`src/rtl/imem_boot_loader_if.sv`:
```
// Byte-receiver-to-loader bus plus the loader's memory-write and core-control outputs.
// Latency: none (wires only).
// Backpressure: none; rx_valid is a strobe and the loader always accepts.
interface imem_boot_loader_if #(
    parameter int ADDR_W = 6
);
    logic              rx_valid;
    logic [7:0]        rx_byte;
    logic              imem_wr_en;
    logic [ADDR_W-1:0] imem_wr_addr;
    logic [15:0]       imem_wr_data;
    logic              core_rst;
    logic              done;
    logic              error;

    // Byte source side: drives the receive strobe and observes loader outputs.
    modport master (
        output rx_valid, rx_byte,
        input  imem_wr_en, imem_wr_addr, imem_wr_data, core_rst, done, error
    );

    // Loader side.
    modport slave (
        input  rx_valid, rx_byte,
        output imem_wr_en, imem_wr_addr, imem_wr_data, core_rst, done, error
    );
endinterface

```
`src/rtl/imem_boot_loader.sv`:
```
// Frame-checked serial loader: sync, count, 2N data bytes, XOR checksum -> imem writes, core release.
// Latency: every output is registered; write strobe / done / error appear one cycle after the causing byte.
// Backpressure: none; one byte per cycle is absorbed, writes at most every other cycle.
module imem_boot_loader #(
    parameter logic [7:0] SYNC_BYTE = 8'hA5,
    parameter int         DEPTH     = 64,
    parameter int         ADDR_W    = 6,
    parameter int         TIMEOUT   = 50000
) (
    input  logic                 clk,
    input  logic                 rst,
    imem_boot_loader_if.slave    bus
);
    localparam int               IDLE_W  = $clog2(TIMEOUT + 1);
    localparam logic [IDLE_W-1:0] TO_LAST = IDLE_W'(TIMEOUT - 1);
    localparam logic [7:0]       DEPTH_B = 8'(DEPTH);

    typedef enum logic [2:0] {
        S_IDLE, S_COUNT, S_DATA_HI, S_DATA_LO, S_CHECK, S_DONE, S_ERROR
    } state_t;

    state_t            state;
    state_t            state_nxt;

    logic [IDLE_W-1:0] idle_cnt;
    logic [7:0]        n_words;
    logic [ADDR_W-1:0] word_addr;
    logic [7:0]        hi_byte;
    logic [7:0]        chk;

    logic              wr_en_r;
    logic [ADDR_W-1:0] wr_addr_r;
    logic [15:0]       wr_data_r;
    logic              core_rst_r;
    logic              done_r;
    logic              error_r;

    logic              in_frame;
    logic              timeout;
    logic              last_word;
    logic              bad_count;

    logic              wr_en_nxt;
    logic              core_rst_nxt;
    logic              done_nxt;
    logic              error_nxt;

    assign in_frame  = (state == S_COUNT) || (state == S_DATA_HI) ||
                       (state == S_DATA_LO) || (state == S_CHECK);
    // A byte landing on the final idle cycle wins over the timeout.
    assign timeout   = in_frame && !bus.rx_valid && (idle_cnt == TO_LAST);
    assign last_word = ((8'(word_addr) + 8'd1) == n_words);
    assign bad_count = (bus.rx_byte == 8'd0) || (bus.rx_byte > DEPTH_B);

    // State register.
    always_ff @(posedge clk) begin
        if (rst) begin
            state <= S_IDLE;
        end else begin
            state <= state_nxt;
        end
    end

    // Next-state decode; timeout overrides any in-frame state.
    always_comb begin
        state_nxt = state;
        case (state)
            S_IDLE: begin
                if (bus.rx_valid && bus.rx_byte == SYNC_BYTE) state_nxt = S_COUNT;
            end
            S_COUNT: begin
                if (bus.rx_valid) state_nxt = bad_count ? S_ERROR : S_DATA_HI;
            end
            S_DATA_HI: begin
                if (bus.rx_valid) state_nxt = S_DATA_LO;
            end
            S_DATA_LO: begin
                if (bus.rx_valid) state_nxt = last_word ? S_CHECK : S_DATA_HI;
            end
            S_CHECK: begin
                if (bus.rx_valid) state_nxt = (bus.rx_byte == chk) ? S_DONE : S_ERROR;
            end
            S_DONE: begin
                state_nxt = S_DONE;
            end
            S_ERROR: begin
                if (bus.rx_valid && bus.rx_byte == SYNC_BYTE) state_nxt = S_COUNT;
            end
            default: begin
                state_nxt = S_IDLE;
            end
        endcase
        if (timeout) state_nxt = S_ERROR;
    end

    // Output decode: values the output registers take at the next edge.
    always_comb begin
        wr_en_nxt    = (state == S_DATA_LO) && bus.rx_valid;
        done_nxt     = (state_nxt == S_DONE);
        core_rst_nxt = (state_nxt != S_DONE);
        error_nxt    = (state_nxt == S_ERROR);
    end

    // Datapath: idle counter, word assembly, checksum and output registers.
    always_ff @(posedge clk) begin
        if (rst) begin
            idle_cnt   <= '0;
            n_words    <= 8'd0;
            word_addr  <= '0;
            hi_byte    <= 8'd0;
            chk        <= 8'd0;
            wr_en_r    <= 1'b0;
            wr_addr_r  <= '0;
            wr_data_r  <= 16'd0;
            core_rst_r <= 1'b1;
            done_r     <= 1'b0;
            error_r    <= 1'b0;
        end else begin
            if (in_frame && !bus.rx_valid) begin
                idle_cnt <= idle_cnt + 1'b1;
            end else begin
                idle_cnt <= '0;
            end

            if (bus.rx_valid) begin
                case (state)
                    S_COUNT: begin
                        if (!bad_count) begin
                            n_words   <= bus.rx_byte;
                            word_addr <= '0;
                            chk       <= 8'd0;
                        end
                    end
                    S_DATA_HI: begin
                        hi_byte <= bus.rx_byte;
                        chk     <= chk ^ bus.rx_byte;
                    end
                    S_DATA_LO: begin
                        chk       <= chk ^ bus.rx_byte;
                        wr_addr_r <= word_addr;
                        wr_data_r <= {hi_byte, bus.rx_byte};
                        // Hold at the final address so it never wraps.
                        if (!last_word) word_addr <= word_addr + 1'b1;
                    end
                    default: begin
                    end
                endcase
            end

            wr_en_r    <= wr_en_nxt;
            core_rst_r <= core_rst_nxt;
            done_r     <= done_nxt;
            error_r    <= error_nxt;
        end
    end

    assign bus.imem_wr_en   = wr_en_r;
    assign bus.imem_wr_addr = wr_addr_r;
    assign bus.imem_wr_data = wr_data_r;
    assign bus.core_rst     = core_rst_r;
    assign bus.done         = done_r;
    assign bus.error        = error_r;
endmodule
```
`src/flat_wrapper.sv`:
```
// flat-port wrapper written by rule: the top's interface ports become plain ports
module imem_boot_loader_flat 
#(
    parameter logic [7:0] SYNC_BYTE = 8'hA5,
    parameter int         DEPTH     = 64,
    parameter int         ADDR_W    = 6,
    parameter int         TIMEOUT   = 50000
)
  (clk, rst, bus_rx_valid, bus_rx_byte, bus_imem_wr_en, bus_imem_wr_addr, bus_imem_wr_data, bus_core_rst, bus_done, bus_error);
  imem_boot_loader_if #(.ADDR_W(ADDR_W)) bus_i ();
  input  logic clk;
  input  logic rst;
  input wire logic [$bits(bus_i.rx_valid)-1:0] bus_rx_valid;
  input wire logic [$bits(bus_i.rx_byte)-1:0] bus_rx_byte;
  output wire logic [$bits(bus_i.imem_wr_en)-1:0] bus_imem_wr_en;
  output wire logic [$bits(bus_i.imem_wr_addr)-1:0] bus_imem_wr_addr;
  output wire logic [$bits(bus_i.imem_wr_data)-1:0] bus_imem_wr_data;
  output wire logic [$bits(bus_i.core_rst)-1:0] bus_core_rst;
  output wire logic [$bits(bus_i.done)-1:0] bus_done;
  output wire logic [$bits(bus_i.error)-1:0] bus_error;
  assign bus_i.rx_valid = bus_rx_valid;
  assign bus_i.rx_byte = bus_rx_byte;
  assign bus_imem_wr_en = bus_i.imem_wr_en;
  assign bus_imem_wr_addr = bus_i.imem_wr_addr;
  assign bus_imem_wr_data = bus_i.imem_wr_data;
  assign bus_core_rst = bus_i.core_rst;
  assign bus_done = bus_i.done;
  assign bus_error = bus_i.error;
  imem_boot_loader #(.SYNC_BYTE(SYNC_BYTE), .DEPTH(DEPTH), .ADDR_W(ADDR_W), .TIMEOUT(TIMEOUT)) u_core (.clk(clk), .rst(rst), .bus(bus_i));
endmodule
```
`config.mk`:
```
export PLATFORM = sky130hd
export DESIGN_NAME = imem_boot_loader_flat
export DESIGN_NICKNAME = d
export VERILOG_FILES = /design/src/rtl/imem_boot_loader_if.sv /design/src/rtl/imem_boot_loader.sv /design/src/flat_wrapper.sv
export SDC_FILE = /design/constraint.sdc
export NUM_CORES = 1
export LEC_CHECK = 0
export BUFFER_PORTS_ARGS = -buffer_cell sky130_fd_sc_hd__buf_2
export CORE_MARGIN = 4
export CORE_UTILIZATION = 52
export CTS_BUF_LIST = sky130_fd_sc_hd__clkbuf_16
export DETAILED_ROUTE_END_ITERATION = 10
export GPL_ROUTABILITY_DRIVEN = 1
export PLACE_DENSITY = 0.77
export SYNTH_ARGS = -nofsm -noshare
export SYNTH_HDL_FRONTEND = slang
export SYNTH_SLANG_ARGS = --single-unit
```
`constraint.sdc`:
```
create_clock -name clk -period 2.1 [get_ports clk]
set_input_delay 0.42 -clock clk [delete_from_list [all_inputs] [get_ports clk]]
set_output_delay 0.42 -clock clk [all_outputs]
set_load 0.02 [all_outputs]
```
; After elaboration in Yosys (flattened, before gate mapping)
; Index checks and enable logic that the tools add are counted.
[word_totals]
reg_bits = 75
input_bits = 11
out_inout_bits = 26
[op_classes]
add_sub_neg = 3
n_lt_le_gt_ge = 1
n_eq_ne = 15
muxes = 15
bitwise = 3
reduce_logical = 21
[op_table]
columns = operator, count
row1 = 3-bit 2-to-1 mux, 8
row2 = 3-bit case mux with 6 select lines, 1
row3 = "16-bit by 1-bit adder with 16-bit output, second input constant", 1
row4 = "16-bit equality test, second input constant", 1
row5 = 8-bit equality test, 2
row6 = 8-bit case mux with 2 select lines, 1
row7 = "3-bit equality test, second input constant", 5
row8 = 6-bit 2-to-1 mux, 2
row9 = 6-bit case mux with 2 select lines, 1
row10 = "8-bit equality test, second input constant", 1
row11 = "8-bit by 7-bit greater-than comparator with 1-bit output, second input constant", 1
row12 = 8-bit logical NOT, 1
row13 = 8-bit 2-to-1 mux, 1
row14 = 8-bit bitwise XOR, 1
row15 = "6-bit by 1-bit adder with 7-bit output, second input constant", 1
row16 = "6-bit by 1-bit adder with 6-bit output, second input constant", 1
row17 = "3-bit by 2-bit equality test with 1-bit output, second input constant", 2
row18 = 3-bit AND reduction, 2
row19 = 2-bit OR reduction, 3
row20 = 1-bit logical AND, 4
row21 = 1-bit logical OR, 4
row22 = "2-bit != test, second input constant", 2
row23 = 2-bit AND reduction, 2
row24 = 4-bit AND reduction, 1
row25 = other kinds (7), 9

; Logic depth before layout (Yosys ltp)
; Gate-level depths: netlist (run 1).
[logic_depth]
ltp_word = 8
mapped_depth = 7

; Least setup slack after synthesis (run 1)
; No wires, ideal clock.
[synth_path]
kind = input to register
startpoint = input bus_rx_byte[2]
endpoint = register u_core.error_r (netlist: u_core.bus.error)
setup_ns = 0.115
arrival_ns = 2.078
required_time_ns = 1.985
path_slack_ns = -0.093
path_stages = 7
path_buffers = 1
path_cell_list = buf_4 or3_4 or4b_4 nand2_2 o2bb2ai_2 or3b_1 and3_1
[synth_via]
elab_chain_len = 7
elab_cells_between_ends = 14
cone_classes = 1 x order compare / 3 x eq/ne / 7 x mux / 3 x reduce/logical
[synth_rtl]
columns = element, line_no
row1 = start: declaration, flat_wrapper.sv:14  ; input wire logic [$bits(bus_i.rx_byte)-1:0] bus_rx_byte;
row2 = 8-bit by 7-bit greater-than comparator with 1-bit output / 8-bit logical NOT (equally long branches), imem_boot_loader.sv:53  ; assign bad_count = (bus.rx_byte == 8'd0) || (bus.rx_byte > DEPTH_B);
row3 = 1-bit logical OR, imem_boot_loader.sv:53
row4 = 3-bit 2-to-1 mux (2 in a row), imem_boot_loader.sv:72  ; if (bus.rx_valid) state_nxt = bad_count ? S_ERROR : S_DATA_HI;
row5 = 3-bit case mux with 6 select lines *, imem_boot_loader.sv:67  ; case (state)
row6 = 3-bit 2-to-1 mux *, imem_boot_loader.sv:93  ; if (timeout) state_nxt = S_ERROR;
row7 = 3-bit equality test *, imem_boot_loader.sv:101  ; error_nxt = (state_nxt == S_ERROR);
row8 = end signal: assignment, imem_boot_loader.sv:153  ; error_r <= error_nxt;
row9 = end: declaration, imem_boot_loader.sv:36  ; logic error_r;
; Mark *: on every way between the ends. The rest lies on a longest branch, timed or not.
; A chain may end at the register's enable or synchronous reset.

; Worst setup path after layout (run 1)
[layout_path]
startpoint = input bus_rx_byte[2]
endpoint = register u_core.word_addr[2]
[layout_via]
elab_chain_len = 4
elab_cells_between_ends = 5
cone_classes = 1 x order compare / 1 x eq/ne / 3 x reduce/logical
[layout_rtl]
columns = element, line_no
row1 = 8-bit by 7-bit greater-than comparator with 1-bit output / 8-bit logical NOT (equally long branches), imem_boot_loader.sv:53
row2 = 1-bit logical OR *, imem_boot_loader.sv:53
row3 = 2-bit != test (no line) *, -
row4 = 4-bit AND reduction (no line) *, -
row5 = end signal: assignment, imem_boot_loader.sv:143  ; if (!last_word) word_addr <= word_addr + 1'b1;
row6 = end: declaration, imem_boot_loader.sv:27  ; logic [ADDR_W-1:0] word_addr;
; Marked as above.

==> results by group, run 1 <==
Run status
  • Outcome: complete, no violations

Yosys
  • YS warnings: 0
  • Mapped Area: 3397 µm²
  • Post-synth EDFFs: 0
  • Post-synth cell types: 52
  • Synth async-reset ratio: 0%
  • Post-Synthesis Net Count: 428
  • Syn Area/Cell: 8.186 µm²
  • #FFs+latches synth: 75
  • Post-synthesis sequential area ratio: 44.20%
  • Synth Instances: 415
  • Top FF cell, synth: dfxtp_1

Job
  • Max_cap viols: 0

Placement
  • Routability cong.: 0.8083
  • PortBufs: 36
  • HPWL Detailed: 5481 µm
  • Place WS: -240.1 ps

Clock tree
  • Clk sinks: 75
  • TritonCTS Buffers: 9
  • Hold_buf cts: 0
  • Clk pin slew, worst setup/hold paths: 50 ps
  • TritonCTS clock tree: done
  • Worst-Skew Late Latency: 330 ps
  • Clk root buf: clkbuf_16
  • H-tree depth: 3
  • Post-CTS Setup Repair Bufs: 0
  • Max clock buf depth: 2

Routing
  • First DRT Iteration DRCs: 207
  • Routed wire length: 8103 µm
  • Routed via count: 3083
  • Router iterations before antenna repair: 5
  • ANT nets after route: 0
  • Vias per cell: 5.585
  • Drt drc: 0
  • Mean routed wirelength per cell: 14.68 µm

Floorplanning
  • Die X: 88.83 µm
  • I/O pins: 37
  • Starting Density: 53.50%
  • Die height: 88.83 µm
  • Num rows: 29
  • Core footprint: 6350 µm²
  • Die area: 7890 µm²

Critical path
  • Crit path arrival time: 2260 ps
  • Worst path bufs/invs: 1
  • Worst path cell trace: buf_2, or3_4, or4b_4, a31oi_1, o32ai_1, o21ai_0, o31ai_1
  • Setup CP Type: input pin to flip-flop
  • Peak per-stage delay on the critical path: 550 ps
  • Max Fanout on Critical Path: 4
  • Worst setup SP type: input pin
  • Worst EP required: 2310 ps
  • Top Family by Delay on Critical Path: simple AND/OR/NAND/NOR gates
  • Register-to-register path setup slack: 50 ps
  • CP max-delay cell: or4b_4
  • Setup crit end kind: flip-flop

Global routing
  • Grt total ovfl: 0
  • Initial antenna violation count: 0
  • First-pass GRT wire length: 12920 µm
  • Aggregate global-route resource usage: 20.92%
  • Vias in the first global route: 2781
  • Pin count of the biggest net entering global routing: 54

Cells and area
  • Share of the core filled with cells: 66.01%
  • Ant diodes: 0
  • Net count, final: 483
  • Area delta synth->final: 23.39%
  • Layout cells sized above 1: 22.95%

Timing
  • Final Max Tran Viols: 0
  • Max_slew headroom: 64.26%
  • Final worst-path cycle share: 97.84%
  • Setup violators final: 0
  • F_max: 486.7 MHz
  • Unrepaired setup endpoints after global routing: yes
  • Post-layout min period: 2055 ps
  • Worst-Margin Slew: 536.1 ps
  • Setup WS post-layout: 45.31 ps
  • Clock Skew: 5.493 ps
  • Final Hold Vio Count: 0

Pwr
  • Peak supply drop: 0.4895 mV
  • Leak pwr: 1.587 nW
  • PD cells: 750.3 nW/µm²

Min path
  • Hold Crit Class: input pin to flip-flop
==> state kept, by name, summed over array words and instances (netlist names), 3 cells and up <==
register and flops:
u_core.state 3, u_core.bus.imem_wr_addr 6, u_core.word_addr 6, u_core.hi_byte 8
u_core.n_words 8, u_core.bus.imem_wr_data 16, u_core.chk 8, u_core.idle_cnt 16
==> kinds of logic after synthesis <==
group           after synthesis  share of synthesized area, %
simple gates                178                         25.38
flops                        75                         44.20
xor+xnor                     27                         6.961
mux                           8                         2.357
buf+inv                      34                         4.162
compound gates               91                         16.21
fa+ha+maj                     2                        0.7365
==> Yosys cell counts (all sizes together) (5+ instances only) <==
| cell type | count | share of area (%) |
|---|---|---|
| dfxtp | 75 | 44 |
| nor2b | 5 | 0.92 |
| xnor2 | 10 | 2.6 |
| xor2 | 17 | 4.4 |
| nor3 | 7 | 1.0 |
| nand2 | 71 | 7.9 |
| o21ai | 23 | 3.5 |
| nand3 | 15 | 2.2 |
| inv | 8 | 0.88 |
| a21oi | 44 | 6.8 |
| and3 | 7 | 1.3 |
| o31ai | 5 | 1.1 |
| clkbuf | 22 | 2.5 |
| mux2i | 8 | 2.4 |
| nor2 | 43 | 4.8 |
==> power breakdown <==
part	total (mW)	internal, mW	leakage [nW]	switching [mW]
clock	1.62	1.04	0.157	0.582
combinational	0.102	0.0374	0.825	0.0642
sequential	1.42	1.42	0.605	0.000919
total	3.14	2.50	1.59	0.647
==> cells in the final DEF (no fill, tap or decap), types with 4 or more instances in the layout <==
| cell | n |
|---|---|
| nor3_1 | 7 |
| xor2_1 | 17 |
| nand4_1 | 4 |
| xnor2_1 | 9 |
| nor2_1 | 42 |
| buf_2 | 36 |
| dfxtp_1 | 72 |
| o21ai_0 | 20 |
| inv_1 | 9 |
| and3_1 | 7 |
| nand3_1 | 15 |
| buf_4 | 34 |
| o31ai_1 | 4 |
| nand4b_1 | 4 |
| a31oi_1 | 4 |
| clkbuf_16 | 9 |
| nor2b_1 | 5 |
| a21oi_1 | 43 |
| mux2i_1 | 8 |
| nand2_1 | 70 |
==> worst register-to-register path, cell delays in order, from the launching register on <==
cell,delay [ps]
dfxtp_2,340
buf_4,150
and4_4,240
and3_1,180
o211ai_1,210
o32ai_1,560
o21ai_0,190
o31ai_1,90
==> final cells by class <==
type,count,area [µm²]
Multi-Input combinational cell,306,1805
Timing Repair Buffer,70,435.4
Inverter,8,30.03
Clock buffer,9,225.2
Sequential cell,75,1505
Tap cell,77,96.34
Clock inverter,7,93.84
Fill cell,511,2158
==> repair_timing <==
item / in CTS / in global routing
gates resized for setup: 1 / 14
pin swaps: 0 / 6
endpoints found under the setup margin: 1 / 9
==> metrics by stage <==
step	cell area (µm²)	hold WS (ps)	power [mW]	setup TNS, ps	cells
4_1_cts	4146	287.7	3.169	0	552
6_report	4192	302.4	3.145	0	552
3_5_place_dp	3821	443.0	1.554	-3978	536
5_1_grt	4192	311.8	3.242	-421.9	552
3_3_place_gp	3821	439.0	1.554	-2930	536
2_1_floorplan	3410	426.1	1.510	-796.2	415
==> path summary, 6_finish.rpt <==
kind / to / cells past startpoint / from
worst max register to register: u_core.word_addr[2]$_SDFFE_PP0P_ / 7 / u_core.word_addr[0]$_SDFFE_PP0P_
worst min register to register: u_core.bus.imem_wr_data[11]$_SDFFE_PP0P_ / 2 / u_core.bus.imem_wr_data[11]$_SDFFE_PP0P_
worst max-delay path: u_core.word_addr[2]$_SDFFE_PP0P_ / 7 / bus_rx_byte[2]
worst min-delay path: u_core.bus.imem_wr_en$_SDFF_PP0_ / 2 / rst
==> routing by layer <==
layer / wire [µm] / share of wire, % / track usage [%] / up-vias
met5: 0 / 0 / 0 / -
met4: 109 / 1.3 / 7.967 / 0
met3: 423 / 5.2 / 5.028 / 13
met2: 3989 / 49 / 33.54 / 80
met1: 3580 / 44 / 27.23 / 1448
li1: - / - / - / 1542
Note: power is estimated with default switching activity, not from simulation.
==> run 2, diff against run 1 <==
--- a/config.mk
+++ b/config.mk
@@ -6,6 +6,7 @@
 export NUM_CORES = 1
 export LEC_CHECK = 0
 export BUFFER_PORTS_ARGS = -buffer_cell sky130_fd_sc_hd__buf_2
+export CORE_ASPECT_RATIO = 0.8
 export CORE_MARGIN = 4
 export CORE_UTILIZATION = 52
 export CTS_BUF_LIST = sky130_fd_sc_hd__clkbuf_16
==> run 2 against run 1 <==
  * Cell area fell by 0.63%
  * Sequential share of layout area rose by 0.26 points
  * Worst hold slack improved by 140 ps
  * Non-clock buffer count fell by 5
  * Maximum frequency rose by 2.7%
  * Via count fell by 1.9%
  * Setup slack improved by 55 ps
  * Sequential cell count did not move
  * Critical path depth did not move
  * Total power fell by 3.6%
  * Critical path type is now flip-flop to flip-flop
  * Critical endpoint is now u_core.bus.core_rst$_SDFF_PP1_
==> results by group, run 2 (same netlist as run 1, synthesis figures left out) <==
Run status
  • Outcome: complete, no violations

Routing
  • Met3 WL: 542 µm (+28%)
  • Routed via count: 3025 (-1.9%)
  • Mean routed wirelength per cell: 14.64 µm (-0.30%)
  • Vias per cell: 5.460 (-2.2%)
  • Router iterations before antenna repair: 5 (unchanged)
  • Top routing layer used: met4
  • Routed wire length: 8108 µm (about the same)
  • DR WL met2: 3863 µm (-3.2%)
  • ANT nets after route: 0 (unchanged)
  • Wire length on met1: 3599 µm (+0.53%)
  • Drt drc: 0 (unchanged)
  • First DRT Iteration DRCs: 187 (-9.7%)

Critical path
  • CP max-delay cell: or3_1
  • Worst path cell trace: ha_4, xor2_1, nor3_2, o211ai_1, nor4_2, nor2_1, or3_1
  • Setup CP Type: flip-flop to flip-flop
  • Peak per-stage delay on the critical path: 340 ps (-210 ps)
  • Setup crit end kind: flip-flop
  • Worst EP required: 2320 ps (about the same)
  • Crit path arrival time: 2220 ps (-40 ps)
  • Worst setup SP type: flip-flop
  • Max Fanout on Critical Path: 4 (unchanged)

Cells and area
  • Area delta synth->final: 22.61%
  • Commonest non-fill, non-tap cell in the layout: dfxtp_1
  • Net count, final: 478 (-1.0%)
  • Ant diodes: 0 (unchanged)
  • Commonest non-fill, non-tap cells in the layout: 71 x dfxtp_1, 70 x nand2_1, 43 x a21oi_1, 42 x nor2_1, 36 x buf_2
  • Layout cells sized above 1: 22.34% (-0.61 points)

Clock tree
  • TritonCTS clock tree: done
  • H-tree depth: 3 (unchanged)
  • Max clock buf depth: 2 (unchanged)
  • Worst-Skew Late Latency: 330 ps (about the same)
  • TritonCTS Buffers: 9 (unchanged)
  • Hold_buf cts: 0 (unchanged)
  • Clk sinks: 75 (unchanged)
  • Clk pin slew, worst setup/hold paths: 60 ps (about the same)
  • Clk root buf: clkbuf_16

Timing
  • F_max: 500.0 MHz (+2.7%)
  • Clock Skew: 6.629 ps (+1.137 ps)
  • Post-layout min period: 2000 ps (-54.81 ps)
  • Final hold slack: 444.4 ps (+142.1 ps)
  • Unrepaired setup endpoints after global routing: yes
  • Final worst-path cycle share: 95.23% (-2.6 points)
  • Max_slew headroom: 59.76% (-4.5 points)
  • Final Max Tran Viols: 0 (unchanged)
  • Setup violators final: 0 (unchanged)
  • Final Hold Vio Count: 0 (unchanged)
  • Setup WS post-layout: 100.1 ps (+54.81 ps)
  • Setup_tns: 0 ps (unchanged)
  • Worst-Margin Slew: 603.5 ps (+67.49 ps)

Floorplanning
  • Die height: 80.29 µm (-9.6%)
  • Num rows: 26 (-10%)
  • Die area: 7898 µm² (about the same)
  • I/O pins: 37 (unchanged)
  • Core footprint: 6376 µm² (+0.41%)
  • Starting Density: 53.28% (-0.22 points)
  • Die X: 98.37 µm (+11%)

Global routing
  • Grt total ovfl: 0 (unchanged)
  • Aggregate global-route resource usage: 21.22% (+0.30 points)
  • Pin count of the biggest net entering global routing: 44 (-19%)
  • First-pass GRT wire length: 13420 µm (+3.9%)
  • Vias in the first global route: 2837 (+2.0%)
  • Initial antenna violation count: 0 (unchanged)

Placement
  • HPWL Detailed: 5567 µm (+1.6%)
  • Place WS: -220.0 ps (+20.13 ps)
  • Routability cong.: 0.8265 (+2.3%)
  • PortBufs: 36 (unchanged)

Job
  • Max_cap viols: 0 (unchanged)

Pwr
  • Leak pwr: 1.556 nW (-1.9%)
  • Power Total: 3.033 mW (-3.6%)
  • PD cells: 728.2 nW/µm² (-2.9%)
  • Peak supply drop: 0.4513 mV (-7.8%)

Min path
  • Hold Crit Class: input pin to flip-flop
run 2: cell types whose count changed in the layout (fill, tap and decap cells not counted), sizes merged:
cell    before  now
buf         70   65
bufinv       2    1
clkinv       3    5
inv          9    8
run 2: area by class of cell:
cell class              count  area [µm²]
clock buffers               9       225.2
clock inverters             7       68.82
fillers                   527        2211
inverters                   8       30.03
multi-input cells         306        1819
flip-flops and latches     75        1506
well taps                  84       105.1
repair buffers             65       410.4
run 2: worst max-delay path: cells and delay by family (launching register included):
family                   cells  cell delay, ps
adder cells (fa/ha/maj)      1             250
AO/OA/AOI/OAI                1             210
flip-flops                   1             330
AND/OR/NAND/NOR              4             920
XOR/XNOR                     1             160
run 2: path summary, 6_finish.rpt:
path | to | depth (start not counted) | start | slack, ps
setup / recovery | u_core.bus.core_rst$_SDFF_PP1_ | 7 | u_core.word_addr[0]$_SDFFE_PP0P_ | 100
hold reg to reg | u_core.bus.imem_wr_data[13]$_SDFFE_PP0P_ | 2 | u_core.bus.imem_wr_data[13]$_SDFFE_PP0P_ | 450
hold / removal | u_core.bus.imem_wr_data[6]$_SDFFE_PP0P_ | 3 | bus_rx_byte[6] | 440
setup reg to reg | u_core.bus.core_rst$_SDFF_PP1_ | 7 | u_core.word_addr[0]$_SDFFE_PP0P_ | 100
run 2: through the flow:
| stage | util, % | std cells | instance area [µm²] |
|---|---|---|---|
| finish | 65.33 | 554 | 4165 |
| CTS | 64.66 | 553 | 4123 |
| floorplan | - | 415 | 3410 |
| detailed placement | 59.56 | 537 | 3797 |
| global route | 65.33 | 554 | 4165 |
| global placement | 59.56 | 537 | 3797 |
run 2: power breakdown:
part           internal (mW)  total [mW]  leakage [nW]  switching, mW
sequential              1.42        1.42         0.606       0.000660
clock                  0.914        1.51         0.143          0.591
combinational         0.0379       0.104         0.807         0.0659
total                   2.38        3.03          1.56          0.657
run 2: timing repair:
| item | 4_1_cts | 5_1_grt |
|---|---|---|
| resized for setup | 4 | 11 |
| endpoints found under the setup margin | 7 | 33 |
| buffers inserted | 0 | 1 |
| pin swaps | 2 | 2 |
| hold endpoints to repair | 0 | 0 |
run 2: per-layer routing:
layer	vias up	track usage, %
met3	16	6.163
met2	93	34.28
met4	0	7.776
met1	1386	27.06
li1	1530	-
met5	-	0
